`src/rtl/mem_port_arbiter.sv`:
```
// mem_port_arbiter
// ----------------
// Round-robin arbiter that shares one dual-read / single-write data memory
// between two requesters, m0 and m1. It accepts one command at a time. It
// drives the memory address, write data and the memread/memwrite strobes
// for exactly one cycle. It returns read data to the requester that owns
// the command, together with a one-cycle rvalid pulse.
//
// Ports
//   clk, reset                  clock, asynchronous active-high reset
//   mX_req, mX_we               request and operation (1 = write, 0 = dual read)
//   mX_addrA, mX_addrB          read addresses (addrA is also the write address)
//   mX_wdata                    write data
//   mX_gnt                      one-cycle pulse: command accepted
//   mX_rvalid                   one-cycle pulse: rdataA/rdataB/err belong to mX
//   rdataA, rdataB              shared read-data registers
//   err                         address-range error, qualified by gnt (write)
//                               or rvalid (read)
//   mem_addrA/B/WR, mem_write_data, mem_memread, mem_memwrite  to memory
//   mem_read_dataA/B            from memory, registered by the memory when
//                               memread is high
//
// Command timeline (cycle N = IDLE cycle that samples req):
//   N+1 ISSUE : gnt, plus strobe (or err for a bad address)
//   N+2 RESP  : memory output valid, captured into rdataA/rdataB (reads only)
//   N+3 IDLE  : rvalid, and the next arbitration in parallel
module mem_port_arbiter #(
  parameter int DEPTH = 32,
  parameter int AW    = 32,
  parameter int DW    = 32
) (
  input  logic          clk,
  input  logic          reset,
  input  logic          m0_req,
  input  logic          m1_req,
  input  logic          m0_we,
  input  logic          m1_we,
  input  logic [AW-1:0] m0_addrA,
  input  logic [AW-1:0] m1_addrA,
  input  logic [AW-1:0] m0_addrB,
  input  logic [AW-1:0] m1_addrB,
  input  logic [DW-1:0] m0_wdata,
  input  logic [DW-1:0] m1_wdata,
  output logic          m0_gnt,
  output logic          m1_gnt,
  output logic          m0_rvalid,
  output logic          m1_rvalid,
  output logic [DW-1:0] rdataA,
  output logic [DW-1:0] rdataB,
  output logic          err,
  output logic [AW-1:0] mem_addrA,
  output logic [AW-1:0] mem_addrB,
  output logic [AW-1:0] mem_addrWR,
  output logic [DW-1:0] mem_write_data,
  output logic          mem_memread,
  output logic          mem_memwrite,
  input  logic [DW-1:0] mem_read_dataA,
  input  logic [DW-1:0] mem_read_dataB
);

  typedef enum logic [1:0] {
    IDLE  = 2'd0,
    ISSUE = 2'd1,
    RESP  = 2'd2
  } state_t;

  localparam logic [AW-1:0] DEPTH_A = AW'(DEPTH);

  // Returns 1 when an address falls outside the memory.
  function automatic logic addr_bad(input logic [AW-1:0] addr);
    return (addr >= DEPTH_A);
  endfunction

  state_t state_r;
  logic   owner_r;     // 0 = m0, 1 = m1
  logic   op_we_r;     // operation of the command in flight
  logic   op_err_r;    // command in flight has a bad address
  logic   prio_r;      // requester favoured on a tie (0 = m0)

  logic          any_req_s;
  logic          win_s;
  logic          sel_we_s;
  logic [AW-1:0] sel_addr_a_s;
  logic [AW-1:0] sel_addr_b_s;
  logic [DW-1:0] sel_wdata_s;
  logic          sel_err_s;

  // Winner selection and command mux for the IDLE-state arbitration.
  always_comb begin
    any_req_s = m0_req | m1_req;
    if (m0_req && m1_req) begin
      win_s = prio_r;
    end else if (m1_req) begin
      win_s = 1'b1;
    end else begin
      win_s = 1'b0;
    end

    if (win_s) begin
      sel_we_s     = m1_we;
      sel_addr_a_s = m1_addrA;
      sel_addr_b_s = m1_addrB;
      sel_wdata_s  = m1_wdata;
    end else begin
      sel_we_s     = m0_we;
      sel_addr_a_s = m0_addrA;
      sel_addr_b_s = m0_addrB;
      sel_wdata_s  = m0_wdata;
    end

    // A write ignores addrB, so only addrA can make it fail.
    if (sel_we_s) begin
      sel_err_s = addr_bad(sel_addr_a_s);
    end else begin
      sel_err_s = addr_bad(sel_addr_a_s) | addr_bad(sel_addr_b_s);
    end
  end

  // Control FSM; every output is a register updated here.
  always_ff @(posedge clk or posedge reset) begin
    if (reset) begin
      state_r        <= IDLE;
      owner_r        <= 1'b0;
      op_we_r        <= 1'b0;
      op_err_r       <= 1'b0;
      prio_r         <= 1'b0;
      m0_gnt         <= 1'b0;
      m1_gnt         <= 1'b0;
      m0_rvalid      <= 1'b0;
      m1_rvalid      <= 1'b0;
      err            <= 1'b0;
      mem_memread    <= 1'b0;
      mem_memwrite   <= 1'b0;
      rdataA         <= {DW{1'b0}};
      rdataB         <= {DW{1'b0}};
      mem_addrA      <= {AW{1'b0}};
      mem_addrB      <= {AW{1'b0}};
      mem_addrWR     <= {AW{1'b0}};
      mem_write_data <= {DW{1'b0}};
    end else begin
      // Pulse outputs fall back to 0 unless a state below raises them.
      m0_gnt       <= 1'b0;
      m1_gnt       <= 1'b0;
      m0_rvalid    <= 1'b0;
      m1_rvalid    <= 1'b0;
      err          <= 1'b0;
      mem_memread  <= 1'b0;
      mem_memwrite <= 1'b0;

      case (state_r)
        IDLE: begin
          if (any_req_s) begin
            owner_r        <= win_s;
            op_we_r        <= sel_we_s;
            op_err_r       <= sel_err_s;
            prio_r         <= ~win_s;   // the requester that lost gets the next tie
            mem_addrA      <= sel_addr_a_s;
            mem_addrB      <= sel_addr_b_s;
            mem_addrWR     <= sel_addr_a_s;
            mem_write_data <= sel_wdata_s;
            // The gnt and strobe registers are loaded here so that they are
            // high for the whole ISSUE cycle.
            m0_gnt         <= ~win_s;
            m1_gnt         <= win_s;
            err            <= sel_err_s;
            mem_memread    <= ~sel_we_s & ~sel_err_s;
            mem_memwrite   <= sel_we_s & ~sel_err_s;
            state_r        <= ISSUE;
          end else begin
            state_r <= IDLE;
          end
        end

        ISSUE: begin
          if (op_we_r) begin
            state_r <= IDLE;
          end else begin
            state_r <= RESP;
          end
        end

        RESP: begin
          // The memory output became valid at the end of ISSUE.
          if (op_err_r) begin
            rdataA <= {DW{1'b0}};
            rdataB <= {DW{1'b0}};
          end else begin
            rdataA <= mem_read_dataA;
            rdataB <= mem_read_dataB;
          end
          m0_rvalid <= ~owner_r;
          m1_rvalid <= owner_r;
          err       <= op_err_r;
          state_r   <= IDLE;
        end

        default: begin
          state_r <= IDLE;
        end
      endcase
    end
  end

endmodule

```
`config.mk`:
```
export PLATFORM = sky130hd
export DESIGN_NAME = mem_port_arbiter
export DESIGN_NICKNAME = d
export VERILOG_FILES = /design/src/rtl/mem_port_arbiter.sv
export SDC_FILE = /design/constraint.sdc
export NUM_CORES = 1
export LEC_CHECK = 0
export ABC_AREA = 1
export BUFFER_PORTS_ARGS = -buffer_cell sky130_fd_sc_hd__buf_2
export CAP_MARGIN = 20
export CORE_AREA = 2 2 177 179
export DETAILED_ROUTE_END_ITERATION = 12
export DIE_AREA = 0 0 179 181
export MAX_ROUTING_LAYER = met4
export SLEW_MARGIN = 10
export SYNTH_ARGS = -nofsm -noshare
export SYNTH_HDL_FRONTEND = slang
export SYNTH_SLANG_ARGS = --single-unit
```
`constraint.sdc`:
```
create_clock -name clk -period 9.6 [get_ports clk]
set_input_delay 0.96 -clock clk [delete_from_list [all_inputs] [get_ports clk]]
set_output_delay 0.96 -clock clk [all_outputs]
set_load 0.01 [all_outputs]
```
* Word level (Yosys, flattened, before mapping) *
Index checks and enable logic that the tools add are counted.

operators by class
  magnitude comparators = 2
  equal/unequal tests = 2
  mux-type cells = 24
  bitwise logic cells = 8
  reductions and logical operators = 3

operators by type and width
  operator                                                                              count
  32-bit 2-to-1 mux                                                                     5
  32-bit by 6-bit greater-or-equal comparator with 1-bit output, second input constant  2
  1-bit 2-to-1 mux                                                                      16
  1-bit inverter                                                                        4
  2-bit one-hot mux with 2 select lines                                                 1
  1-bit bitwise AND                                                                     2
  2-bit by 1-bit equality test with 1-bit output, second input constant                 1
  2-bit equality test, second input constant                                            1
  2-bit logical NOT                                                                     1
  2-bit 2-to-1 mux                                                                      1
  1-bit OR                                                                              2
  1-bit one-hot mux with 2 select lines                                                 1
  2-bit AND reduction                                                                   1
  1-bit logical AND                                                                     1

word-level totals
  bits in registers = 173
  output and inout bits = 199
  logic and storage cells = 56

* Longest topological paths before layout *
Gate-level depths: netlist of run 1.

  word-level depth = 10
  depth in mapped cells = 15
  gate-level depth less buffers = 14

* Least setup slack after synthesis of run 1 *
OpenSTA, ideal clock, no wires.

  kind = input port to flip-flop
  start point = input m1_req
  end point = register err
  stages = 13
  setup time = 0.118 ns
  arrival time = 2.042 ns
  data required time = 9.482 ns
  setup slack = 7.440 ns
  cells stage by stage = buf_4 > nand2_4 > buf_6 > buf_6 > nand2_1 > o21ai_1 > nand2_1 > nor2_1 > nand3_1 > nor2_1 > nand2_1 > nand2_1 > nand2_1

between the ends
  longest elaborated chain between the ends = 8
  elaborated cells between the ends (all ways) = 13

ends and longest elaborated chain
  item                                                           line    text
  start: declaration                                             35      input logic m1_req,
  1-bit 2-to-1 mux / 1-bit logical AND (equally long branches)   93, 91
  1-bit 2-to-1 mux                                               91      if (m0_req && m1_req) begin
  32-bit 2-to-1 mux                                              99      if (win_s) begin
  32-bit by 6-bit greater-or-equal comparator with 1-bit output  71      return (addr >= DEPTH_A);
  1-bit OR                                                       115     sel_err_s = addr_bad(sel_addr_a_s) | addr_bad(sel_addr_b_s);
  1-bit 2-to-1 mux                                               112     if (sel_we_s) begin
  1-bit 2-to-1 mux *                                             152     if (any_req_s) begin
  1-bit one-hot mux with 2 select lines *                        150     case (state_r)
  end signal: assignment                                         165     err <= sel_err_s;
  end signal: assignment                                         193     err <= op_err_r;
  end: declaration                                               50      output logic err,

Mark *: on every way between the ends. The rest lies on a longest branch, timed or not.
A chain may end at the register's enable or synchronous reset.

* Final worst setup path of run 1 *
  start point = input m1_req
  end point = register owner_r

between the ends
  longest elaborated chain between the ends = 2
  elaborated cells between the ends (all ways) = 5

ends and longest elaborated chain
  item                                                            line  text
  1-bit 2-to-1 mux, or another cell as far along                  93    end else if (m1_req) begin
  1-bit 2-to-1 mux / 2-bit AND reduction (equally long branches)  n/a
  end signal: assignment                                          153   owner_r <= win_s;
  end: declaration                                                75    logic owner_r;

Several ways; a longest one is shown, not always the timed one.

==> reports/summary.txt, run 1 <==
most frequent cells in the layout -> buf_2, nand2_1, dfrtp_1, nand3_1, nor2_1
H-tree depth -> 4
DR pass1 iterations -> 5
number of global-route vias before repair -> 7551
DRC viols -> 0
CP arrival -> 3260 ps
CTS Hold Bufs -> 0
Die Area -> 32400 µm²
Synth top area share -> 0.542
clk slew on worst S/H paths -> 80 ps
Crit Path Class -> in -> reg
# fillers -> 3214
Post-Syn Area -> 7980 µm²
Final HPWL DP -> 20.8 mm
nets -> 1664
status -> completed
post-synthesis mux area share -> 0.00125
Relative slew margins -> 0.414
max frequency -> 337 MHz
Seq/Total Area, Yosys -> 0.542
post-cts sizing count -> 0
Final Max Slew Viols -> 0
clock buffer depth -> 2
final WL -> 27.8 mm
Ports -> 461
largest net degree at the start of global routing -> 72
Slowest-stage cell, CP -> o21ai_4
Compound-Gate Fraction of Synth Area -> 0.0596
critical path, cell by cell -> buf_2 -> o21ai_4 -> buf_4 -> nor2_2 -> buf_4 -> o21bai_1
Net Count, Synth -> 1268
Final Setup Violations -> 0
Skew-Pair Late Insertion Delay -> 430 ps
Post-CTS Setup Inserts -> 0
main combinational cell family by area after synthesis -> simple AND/OR/NAND/NOR gates
Tot GR Track Use -> 0.170
global-route wire length before repair -> 41.2 mm
Yosys warnings -> 0
P per Cell Area -> 306 nW/µm²
simple-gate share of the synthesized area -> 0.313
R2R cell count -> 13
flip-flop and latch count after synthesis -> 173
port buffer count -> 460
total chip power -> 3.35 mW
GRT overflow -> 0
Most common cell on crit path -> buf_4
Hold Crit Class -> reg -> reg
Initial Util -> 0.263
Post-synth EDFFs -> 0
Worst Skew -> 9.20 ps
antenna violations before repair -> 3
startpoint types -> input pin
cell leakage power -> 6.22 nW
root buf cell -> clkbuf_16
via count -> 8022
Setup TNS -> 0 ps
CP Capture Type -> flip-flop
max-cap violations -> 0
Adder-Cell Fraction of Synth Area -> 0
Post-Synthesis Cells -> 1006
CP max FO -> 71
Area growth syn-to-layout -> 37.4%
Synth cell types -> 22
xor and xnor fraction of the mapped netlist area -> 0
unrepaired setup endpoints after global routing -> false
routability cong. -> 0.872
Die Ht -> 181 µm
worst slew pin tran -> 876 ps
Mean Syn Cell Area -> 7.94 µm²
total CTS buffers -> 17
crit-path max cell delay -> 770 ps
storage element area -> 4330 µm²
Final Hold Viols -> 0
die width -> 179 µm
asr flop ratio synth -> 1.00
clock sink count -> 173
cell taking the most area after synthesis -> dfrtp_1
CTS tree -> done
1st-iter DRT viols -> 373
Vias per Instance -> 4.42
multi-input logic area -> 3010 µm²
Hold WS -> 437 ps
Tcrit/Tclk final -> 0.309
data required time at the worst endpoint -> 9890 ps
layout cell share with drive strength beyond 1 -> 0.362
DRT antenna net count -> 0
Rows -> 64
wire per inst -> 15.4 µm
synth top area cells -> dfrtp_1, nand2_1, nand3_1
commonest non-fill, non-tap cell in the layout -> buf_2
worst vdd ir -> 119 µV
Post-synth top flop -> dfrtp_1
Tmin final -> 2970 ps
core area -> 30300 µm²
WHS Path Cells -> 1
[stage by stage]
step                std cells  cell area (µm²)  setup slack [ps]   util
detailed placement       1778            10400              6200  0.341
finish                   1813            11000              6630  0.362
floorplan                1006             7980              3950      -
global route             1813            11000              6430  0.362
global placement         1778            10400              6240  0.341
CTS                      1810            10900              6670  0.361
[critical path: cells and delay by family]
family                 cells  cell delay (ps)
buffers and inverters      3             1210
AND/OR/NAND/NOR            1               40
AO/OA/AOI/OAI              2              970
[layer usage]
layer | share of wire | GRT usage
met1 | 0.43 | 0.212
met2 | 0.47 | 0.271
met4 | 0.012 | 0.0491
met5 | 0 | -
met3 | 0.091 | 0.0442
[power breakdown]
part	internal [mW]	switching (mW)	leakage [nW]
Sequential	1.04	0.186	2.15
Clock	0.376	0.328	0.281
Combinational	0.518	0.911	3.79
Total	1.93	1.42	6.22
[cell families after synthesis]
logic type	after synthesis
compound gates	89
buf+inv	135
flops	173
mux	1
simple gates	608
[layout make-up]
type                            instances  share of cell area
Tap cell                              396              0.0452
Inverter                               43              0.0152
Timing Repair Buffer                  469               0.217
Antenna cell                            2            0.000456
Sequential cell                       173               0.395
Clock inverter                         14              0.0135
Multi-Input combinational cell        698               0.274
Clock buffer                           18              0.0400
[final timing paths]
kind | endpoint | slack [ps] | start
max reg2reg | err | 6910 | prio_r
min in group asynchronous | mem_write_data[0] | 560 | reset
max in group asynchronous | mem_addrB[8] | 7800 | reset
min | state_r[1] | 440 | op_we_r
min reg2reg | state_r[1] | 440 | op_we_r
max | owner_r | 6630 | m1_req
[sequential cells by signal, indices dropped and copies added, names as in the netlist]
| signal | flops |
|---|---|
| mem_memread | 1 |
| rdataA | 32 |
| mem_addrB | 32 |
| err | 1 |
| m1_gnt | 1 |
| mem_addrWR | 32 |
| prio_r | 1 |
| m1_rvalid | 1 |
| state_r | 2 |
| m0_gnt | 1 |
| owner_r | 1 |
| rdataB | 32 |
| m0_rvalid | 1 |
| op_we_r | 1 |
| op_err_r | 1 |
| mem_memwrite | 1 |
| mem_write_data | 32 |
[cells in the mapped netlist (6+ instances only)]
cell      instances
o21ai_1           6
a31oi_1          22
dfrtp_1         173
buf_4            33
nor2_1           63
buf_1            10
o21ai_0          38
nand3_1          99
nand2_1         421
inv_1            39
nand3b_1         20
clkbuf_1         30
buf_2            17
a21oi_1          22
No activity file was read; power rests on OpenSTA's default activity.
==> run 2, diff against run 1 <==
==> constraint.sdc (replaced) <==
create_clock -name clk -period 3.1 [get_ports clk]
set_input_delay 0.31 -clock clk [delete_from_list [all_inputs] [get_ports clk]]
set_output_delay 0.31 -clock clk [all_outputs]
set_load 0.01 [all_outputs]
==> run 2 against run 1 <==
  * Core utilization rose by 0.13 points
  * Clock skew rose by 4.2 ps
  * Largest cell class unchanged
  * Hold slack got worse by 430 ps
  * Sequential power rose to 3.1 times the previous value
  * Non-clock buffer count rose by 6
  * Highest routed layer unchanged
  * Wire length rose by 6.9%
  * Critical path type is now reg -> reg
  * Power rose to 3.1 times the previous value
==> reports/summary.txt, run 2 (synthesis gave the netlist of run 1 again) <==
# fillers -> 3257
layout cell share with drive strength beyond 1 -> 0.365
H-tree depth -> 4
Hold WS -> 8.71 ps
Initial Util -> 0.263
Tot GR Track Use -> 0.182
Rows -> 64
commonest non-fill, non-tap cell in the layout -> buf_2
Post-CTS Setup Inserts -> 0
Relative slew margins -> 0.487
clk slew on worst S/H paths -> 80 ps
DRC viols -> 0
CP max FO -> 41
root buf cell -> clkbuf_16
startpoint types -> flip-flop
DR pass1 iterations -> 5
Vias per Instance -> 4.50
final std cells w/o fill -> 1818
most frequent cells in the layout -> buf_2, nand2_1, dfrtp_1, nand3_1, nor2_1
core area -> 30300 µm²
P per Cell Area -> 949 nW/µm²
post-cts sizing count -> 0
data required time at the worst endpoint -> 3410 ps
wire per inst -> 16.4 µm
CP Capture Type -> flip-flop
CTS tree -> done
Hold Crit Class -> in -> async
cell leakage power -> 6.25 nW
Worst Skew -> 13.4 ps
Skew-Pair Late Insertion Delay -> 430 ps
DRT antenna net count -> 0
largest net degree at the start of global routing -> 92
status -> completed
1st-iter DRT viols -> 500
routability cong. -> 0.926
max frequency -> 429 MHz
Inst Count DP -> 1785
worst vdd ir -> 387 µV
antenna violations before repair -> 1
Setup TNS -> 0 ps
total CTS buffers -> 17
via count -> 8183
Final Hold Viols -> 0
CP arrival -> 2640 ps
pre-CTS setup slack -> 680 ps
worst slew pin tran -> 770 ps
Area growth syn-to-layout -> 37.9%
clock sink count -> 173
final WL -> 29.8 mm
CTS Hold Bufs -> 0
nets -> 1670
unrepaired setup endpoints after global routing -> false
Ports -> 461
GRT overflow -> 0
max-cap violations -> 0
clock buffer depth -> 2
Crit Path Class -> reg -> reg
Final Max Slew Viols -> 0
Die Ht -> 181 µm
PnR worst setup slack -> 771 ps
number of global-route vias before repair -> 7788
Final Setup Violations -> 0
Tcrit/Tclk final -> 0.751
Tmin final -> 2330 ps
die width -> 179 µm
Final HPWL DP -> 22.3 mm
global-route wire length before repair -> 43.8 mm
port buffer count -> 460
Die Area -> 32400 µm²
run 2: layer usage:
| layer | global-route usage | share of wire |
|---|---|---|
| met4 | 0.0556 | 0.023 |
| met2 | 0.296 | 0.47 |
| met1 | 0.222 | 0.43 |
| met5 | - | 0 |
| met3 | 0.0459 | 0.072 |
run 2: through the flow:
| step | area [µm²] | total power, mW | utilization |
|---|---|---|---|
| global placement | 10400 | 8.36 | 0.344 |
| CTS | 11000 | 10.6 | 0.363 |
| finish | 11000 | 10.4 | 0.363 |
| floorplan | 7990 | 6.59 | - |
| detailed placement | 10400 | 8.42 | 0.344 |
| global route | 11000 | 11.3 | 0.363 |
run 2: layout make-up:
| class | count | area [µm²] | share of cell area |
|---|---|---|---|
| antenna | 1 | 2.50 | 0.000227 |
| clock buffer | 17 | 425 | 0.0386 |
| clock inverter | 15 | 148 | 0.0134 |
| inverter | 43 | 165 | 0.0150 |
| multi-input combinational | 698 | 3010 | 0.273 |
| sequential | 173 | 4330 | 0.393 |
| tap | 396 | 495 | 0.0450 |
| timing repair buffer | 475 | 2440 | 0.222 |
run 2: path summary, 6_finish.rpt:
path	slack (ps)	startpoint	to	depth (start not counted)
max in group asynchronous	2630	reset	mem_addrB[1]	3
min in group clk	80	m0_wdata[28]	mem_write_data[28]	3
setup reg to reg	770	prio_r	op_err_r	15
hold / removal	9	reset	mem_addrWR[26]	3
hold reg to reg	440	op_we_r	state_r[1]	1
setup / recovery	770	prio_r	op_err_r	15
run 2: report_power, final:
group	internal, mW	total (mW)	switching, mW	leakage [nW]
logic	1.63	4.51	2.88	3.81
registers	3.21	3.80	0.595	2.15
clock network	1.07	2.14	1.07	0.277
run 2: worst max-delay path: stages, from the launching register on:
cell and delay, ps:
dfrtp_1 370, inv_1 110, nand2_4 180, nand2_4 230, buf_4 420, nand2_1 90
nand2_1 100, nand2_1 60, nor2_1 120, nand2_1 60, nor2_1 90, nand2_1 90
nand2_1 60, nand2_1 70, nand2_1 80, nand2_1 60
==> run 3, diff against run 2 <==
==> constraint.sdc (replaced) <==
create_clock -name clk -period 2.1 [get_ports clk]
set_input_delay 0.21 -clock clk [delete_from_list [all_inputs] [get_ports clk]]
set_output_delay 0.21 -clock clk [all_outputs]
set_load 0.01 [all_outputs]
==> run 3 against run 2 <==
  * Via count rose by 4.5%
  * Largest power group unchanged
  * Critical endpoint is now mem_write_data[3]
  * Core utilization rose by 4.1 points
  * Cell count rose by 6.5%
==> reports/summary.txt, run 3 (synthesis gave the netlist of run 1 again) <==
final core utilization -> 0.404
most frequent cells in the layout -> buf_2, nand2_1, dfrtp_1, nand3_1, dlygate4sd3_1
CP max FO -> 19
startpoint types -> flip-flop
Relative slew margins -> 0.400
CP Capture Type -> flip-flop
cell leakage power -> 6.78 nW
data required time at the worst endpoint -> 2470 ps
DRT antenna net count -> 0
P per Cell Area -> 1290 nW/µm²
pre-CTS setup slack -> 127 ps
Die Area -> 32400 µm²
Skew-Pair Late Insertion Delay -> 430 ps
post-route cell area -> 12200 µm²
Crit Path Class -> reg -> reg
max frequency -> 526 MHz
routability cong. -> 0.866
layout cell share with drive strength beyond 1 -> 0.347
unrepaired setup endpoints after global routing -> false
via count -> 8552
CTS tree -> done
Tmin final -> 1900 ps
number of global-route vias before repair -> 8447
Vias per Instance -> 4.42
antenna violations before repair -> 4
clk slew on worst S/H paths -> 70 ps
Worst Skew -> 12.1 ps
Rows -> 64
PnR worst setup slack -> 198 ps
max-cap violations -> 0
DRC viols -> 0
clock sink count -> 173
die width -> 179 µm
Tot GR Track Use -> 0.189
largest net degree at the start of global routing -> 67
CP arrival -> 2270 ps
Die Ht -> 181 µm
wire per inst -> 16.0 µm
GRT overflow -> 0
total CTS buffers -> 17
clock buffer depth -> 2
H-tree depth -> 4
global-route wire length before repair -> 45.4 mm
DR pass1 iterations -> 5
final std cells w/o fill -> 1937
Initial Util -> 0.263
root buf cell -> clkbuf_16
commonest non-fill, non-tap cell in the layout -> buf_2
final WL -> 31.0 mm
status -> completed
Final Setup Violations -> 0
Area growth syn-to-layout -> 53.4%
port buffer count -> 460
1st-iter DRT viols -> 390
Hold WS -> 28.3 ps
core area -> 30300 µm²
Final HPWL DP -> 22.4 mm
Inst Count DP -> 1801
worst slew pin tran -> 898 ps
worst vdd ir -> 573 µV
Hold Crit Class -> in -> reg
Final Hold Viols -> 0
Post-CTS Setup Inserts -> 0
Final Max Slew Viols -> 0
nets -> 1786
Placement Cell Area -> 10600 µm²
Ports -> 461
Tcrit/Tclk final -> 0.906
run 3: changes by cell type in the layout (fill, tap and decap cells not counted), moves of 2 or more:
| cell | change |
|---|---|
| dlygate4sd3_1 | +99 |
| buf_12 | +7 |
| diode_2 | +3 |
| clkinv_8 | -2 |
| buf_4 | +9 |
run 3: final cells by class:
type                            count  area [µm²]
Clock inverter                     13         130
Clock buffer                       19         443
Fill cell                        3111       18100
Sequential cell                   173        4330
Tap cell                          396         495
Antenna cell                        4        10.0
Multi-Input combinational cell    698        3010
Timing Repair Buffer              591        3660
Inverter                           43         170
run 3: routing by layer:
metal  GRT usage  up-vias  share of wire
li1            -     4206              -
met1       0.221     3939           0.42
met2       0.316      359           0.48
met3      0.0425       48          0.067
met4      0.0715        0          0.028
met5           -        -              0
run 3: repair_timing:
action,in CTS,in global routing
endpoints found under the hold margin,165,2
gates resized for setup,0,3
hold buffers,97,2
setup endpoints to repair,0,3
run 3: path summary, 6_finish.rpt:
kind / cells after the start / start / end / slack (ps)
setup / recovery: 6 / state_r[1] / mem_write_data[3] / 200
hold / removal: 3 / m1_addrB[0] / mem_addrB[0] / 30
setup reg to reg: 6 / state_r[1] / mem_write_data[3] / 200
hold reg to reg: 1 / owner_r / m0_rvalid / 430
max in group asynchronous: 4 / reset / mem_write_data[27] / 1300
min in group asynchronous: 4 / reset / rdataA[28] / 420
run 3: stage by stage:
| stage | total power, mW | setup TNS [ps] |
|---|---|---|
| final | 15.8 | 0 |
| after CTS | 15.9 | 0 |
| after global placement | 12.5 | 0 |
| after global routing | 17.0 | 0 |
| after detailed placement | 12.5 | 0 |
| after floorplan | 9.72 | -55480 |
run 3: critical path, cell delays in order (launching register included):
cell,delay [ps]
dfrtp_1,380
nor2_1,190
o21ai_4,100
nor2_2,690
buf_4,290
nand2_1,80
nand3_1,90
run 3: power by group:
group / internal, mW / switching (mW)
Sequential: 4.73 / 0.879
Clock: 1.70 / 1.48
Combinational: 2.69 / 4.29
